### src/rtl/ptag_free_list.sv
// ptag_free_list: circular free list of physical tags with speculative/committed heads,
// one-cycle flush recovery and a post-reset self-initialisation sweep.
module ptag_free_list #(
    parameter int NUM_PTAGS  = 64,
    parameter int NUM_ARCH   = 32,
    parameter int PTAG_WIDTH = $clog2(NUM_PTAGS),
    localparam int DEPTH     = NUM_PTAGS - NUM_ARCH,
    localparam int PTR_W     = $clog2(DEPTH) + 1
) (
    input  logic                  clk,
    input  logic                  rst,
    input  logic                  alloc_req,
    output logic                  alloc_valid,
    output logic [PTAG_WIDTH-1:0] alloc_ptag,
    input  logic                  commit_valid,
    input  logic [PTAG_WIDTH-1:0] commit_ptag,
    input  logic                  flush,
    output logic [PTR_W-1:0]      free_count,
    output logic                  init_done
);
    localparam int IW = PTR_W - 1;

    typedef enum logic {INIT, READY} state_t;

    state_t                state, state_n;
    logic [IW-1:0]         init_idx;
    logic [PTR_W-1:0]      spec_head, commit_head, tail, commit_head_n, cnt;
    logic [PTAG_WIDTH-1:0] mem [DEPTH];
    logic                  ready, alloc_fire, commit_fire;

    always_comb begin
        state_n = state;
        if (state == INIT && init_idx == IW'(DEPTH - 1)) state_n = READY;
    end

    always_ff @(posedge clk) state <= rst ? INIT : state_n;

    assign ready         = state == READY;
    assign cnt           = tail - spec_head;
    assign free_count    = ready ? cnt : '0;
    assign alloc_valid   = ready && cnt != '0;
    assign alloc_ptag    = alloc_valid ? mem[spec_head[IW-1:0]] : '0;
    assign init_done     = ready;
    assign alloc_fire    = alloc_req && alloc_valid && !flush;
    assign commit_fire   = ready && commit_valid;
    // Flush recovers to the committed head including this cycle's commit.
    assign commit_head_n = commit_head + PTR_W'(commit_fire);

    always_ff @(posedge clk) begin
        if (rst) begin
            init_idx    <= '0;
            spec_head   <= '0;
            commit_head <= '0;
            tail        <= PTR_W'(DEPTH);
        end else if (!ready) begin
            init_idx <= init_idx + IW'(1);
        end else begin
            commit_head <= commit_head_n;
            tail        <= tail + PTR_W'(commit_fire);
            spec_head   <= flush ? commit_head_n : spec_head + PTR_W'(alloc_fire);
        end
    end

    always_ff @(posedge clk) begin
        if (!rst && !ready)
            mem[init_idx] <= PTAG_WIDTH'(NUM_ARCH) + PTAG_WIDTH'(init_idx);
        else if (!rst && commit_fire)
            mem[tail[IW-1:0]] <= commit_ptag;
    end

    a_commit_nothing_allocated: assert property (@(posedge clk) disable iff (rst)
        commit_fire |-> commit_head != spec_head);
    a_alloc_when_empty: assert property (@(posedge clk) disable iff (rst)
        alloc_fire |-> free_count != '0);
endmodule

### config.mk
export PLATFORM = sky130hd
export DESIGN_NAME = ptag_free_list
export DESIGN_NICKNAME = d
export VERILOG_FILES = /design/src/rtl/ptag_free_list.sv
export SDC_FILE = /design/constraint.sdc
export NUM_CORES = 1
export LEC_CHECK = 0
export CAP_MARGIN = 10
export CORE_MARGIN = 1
export CORE_UTILIZATION = 35
export DETAILED_ROUTE_END_ITERATION = 7
export PLACE_DENSITY = 0.56
export SLEW_MARGIN = 10
export SYNTH_ARGS = -nofsm -noshare
export SYNTH_HDL_FRONTEND = slang
export SYNTH_SLANG_ARGS = --single-unit
### constraint.sdc
create_clock -name clk -period 7 [get_ports clk]
set_clock_uncertainty 0.05 [all_clocks]
set_input_delay 0.7 -clock clk [delete_from_list [all_inputs] [get_ports clk]]
set_output_delay 0.7 -clock clk [all_outputs]
set_load 0.02 [all_outputs]
==> run summary <==
- **outcome** complete, no violations
- **number of buffers inserted during clock tree synthesis** 23
- **clock tree from TritonCTS** done
- **count of inserted antenna diode cells** 0
- **clock root cell** clkbuf_16
- **commonest non-fill, non-tap cells in the layout** edfxtp_1, nor2_1, nand2_1, dfxtp_1, clkdlybuf4s50_1
- **area of the multi-input gates** 2913 µm²
- **HPWL Detailed** 13540 µm
- **DRT iter0 DRCs** 376
- **Clk pin slew, worst setup/hold paths** 50 ps
- **Residual DRC** 0
- **mapped cell area** 9478 µm²
- **synthesized area per cell** 15.74 µm²
- **gpl congestion** 0.8259
- **effective utilization at floorplan** 36.06%
- **number of distinct library cell variants in the gate-level netlist after synthesis** 54
- **WP data arrival** 3390 ps
- **number of clock sinks** 221
- **Die W** 166.6 µm
- **classification of the worst-slack hold path** reg2reg
- **PD cells** 250.8 nW/µm²
- **total global routing track utilization** 15.03%
- **main area contributors after synthesis** edfxtp_1, dfxtp_1, mux4_2
- **Fill cells** 2409
- **Final ANT Viol Nets** 0
- **Final Setup Violations** 0
- **Setup Crit Path Kind** reg2out
- **height of the chip** 166.6 µm
- **final hold viol count** 0
- **total gr overflow** 0
- **Final Critical Period** 4142 ps
- **peak supply drop** 0.1967 mV
- **Worst setup EP type** output pin
- **fraction of final layout cells with drive strength greater than 1** 13.38%
- **buffers inserted by post-CTS timing repair** 0
- **hold depth** 2
- **commonest register cell after synthesis** edfxtp_1
- **Crit path required time** 6250 ps
- **worst max-slew margin expressed relative to the limit** 25.76%
- **Final Power** 2.706 mW
- **Synth area leader** edfxtp_1
- **Clock Tree Buf Depth** 3
- **internal power** 2.168 mW
- **IO Port Bufs** 24
- **floorplan core area** 26280 µm²
- **number of global-route vias before repair** 5273
- **#FFs+latches synth** 221
- **average wire per cell in the routed design** 20.98 µm
- **wire length of the first global-routing pass** 31790 µm
- **pin slew with the least headroom to its limit** 1111 ps
- **most common cell after layout, fill and taps aside** edfxtp_1
- **Critical Path Source Type** flop
- **Synthesized Nets** 627
- **number of max-slew violations in the final report** 0
- **endpoint with the worst hold slack** commit_head[1]
- **combinational share of power** 2.3%
- **critical path launch point** tail[0]
- **total detailed-routing wirelength** 20670 µm
- **CTS resizes** 0
- **Final nets** 658
- **RSZ-0062 raised after global routing** no
- **max-cap violation count** 0
- **pin count of the biggest net entering global routing** 41
- **insertion delay of the later-clocked pin in the worst-skew pair** 510 ps
- **Critical R2R Launch** tail[0]
- **Storage cell area** 6347 µm²
- **net load switching power** 0.5381 mW
- **maximum level of the CTS H-tree** 1
- **share of synthesized area occupied by flip-flops and latches** 66.96%
- **Clock Power Share** 44.5%
- **leakage** 3.514 nW
- **Reg power frac** 53.2%
- **Top-Level Pins** 25
- **critical path fanouts, max** 8
- **overall via count from detail_route** 5256
- **critical hold path startpoint** commit_head[1]
- **Ys Warns** 0
- **maximum clock frequency** 241.4 MHz
- **hold bufs inserted after CTS** 0
- **routed via count divided by cell count** 5.336
- **number of flops mapped to enable cells by yosys** 192
- **async set or reset register ratio after synthesis** 0%
- **cells on worst reg2reg path** 15
- **gate count of the mapped netlist** 602
- **number of antenna violations at the first check in global routing** 0
- **relative area change from synthesis to final layout** 13.84%
- **number of rows in the core area** 59
- **number of detailed-route iterations in the first pass** 5
- **final-layout setup total negative slack** 0 ps
- **die area** 27740 µm²
- **switching share of power** 19.89%
- **worst setup slack for register-to-register paths** 3450 ps
- **area share of the leading cell type in the synthesized netlist** 60.83%
- **R2R Path End** spec_head[5]
- **part of the cycle the worst path needs** 59.17%
==> through the flow <==
stage / utilization, % / instance area [µm²] / hold slack, ps / worst slack [ps] / instances
6_report: 41.05 / 10790 / 470.3 / 2858 / 985
5_1_grt: 41.05 / 10790 / 488.7 / 2654 / 985
4_1_cts: 40.95 / 10760 / 473.0 / 2823 / 984
3_5_place_dp: 38.12 / 10020 / 448.6 / 3365 / 942
3_3_place_gp: 38.12 / 10020 / 435.4 / 3410 / 942
2_1_floorplan: - / 9478 / 417.5 / 4002 / 602
==> registers in the layout (all words and copies together), names as in the netlist, named ones only <==
signal       cells
mem            192
spec_head        6
tail             6
init_idx         5
init_done        1
commit_head      6
==> layout make-up <==
class                   instances  share of cell area [%]
well taps                     335                   3.885
clock inverters                16                   1.461
multi-input cells             344                   27.00
flip-flops and latches        221                   58.83
repair buffers                 33                   3.038
clock buffers                  26                   5.439
inverters                      10                  0.3479
==> worst max path at each step <==
stage	endpoint	slack, ps	cells after the start
final	alloc_ptag[4]	2860	10
after global routing	alloc_ptag[4]	2650	10
after CTS	alloc_ptag[4]	2820	10
after detailed placement	alloc_ptag[4]	3370	10
after global placement	alloc_ptag[1]	3410	10
after floorplan	spec_head[5]	4000	15
==> cell usage after synthesis (all sizes together), types with 8 or more instances <==
| cell | count |
|---|---|
| dfxtp | 29 |
| nor2 | 68 |
| o21ai | 8 |
| ha | 13 |
| clkbuf | 11 |
| xor2 | 13 |
| edfxtp | 192 |
| a211oi | 15 |
| a21oi | 8 |
| mux4 | 38 |
| nand2 | 53 |
| o22ai | 14 |
| mux2 | 10 |
| nand3 | 9 |
| inv | 10 |
| mux2i | 20 |
| buf | 16 |
==> metal layers <==
metal	GRT usage [%]	wire length (µm)
met2	25.52	10060
met1	20.15	9070
met5	0	0
met3	1.711	1028
met4	4.831	508
==> power groups by stage <==
| stage | logic (mW) | clock network, mW | registers (mW) |
|---|---|---|---|
| after floorplan | 0.0328 | 0 | 1.47 |
| after global placement | 0.0601 | 0 | 1.47 |
| after detailed placement | 0.0619 | 0 | 1.47 |
| after CTS | 0.0620 | 1.23 | 1.44 |
| after global routing | 0.0668 | 1.27 | 1.44 |
| final | 0.0612 | 1.20 | 1.44 |
==> worst max-delay path, stage by stage, from the launching register on <==
cell,delay (ps)
dfxtp_1,330
inv_1,90
ha_1,170
inv_1,60
fa_1,400
a21o_1,180
a21oi_1,170
xnor2_1,130
nor4_4,600
a211oi_1,180
clkdlybuf4s50_1,580
==> cell families (layout without fill, tap and decap cells) <==
| kind of cell | Yosys count | after routing | share of synthesized area, % |
|---|---|---|---|
| buffers and inverters | 37 | 85 | 2.310 |
| muxes | 68 | 68 | 12.92 |
| AOI/OAI and AO/OA | 64 | 64 | 4.752 |
| adders and majority gates | 14 | 14 | 1.927 |
| DFF | 221 | 221 | 66.96 |
| xor gates and xnor gates | 18 | 18 | 1.663 |
| and+or+nand+nor | 180 | 180 | 9.465 |
No activity file was read; power rests on OpenSTA's default activity.
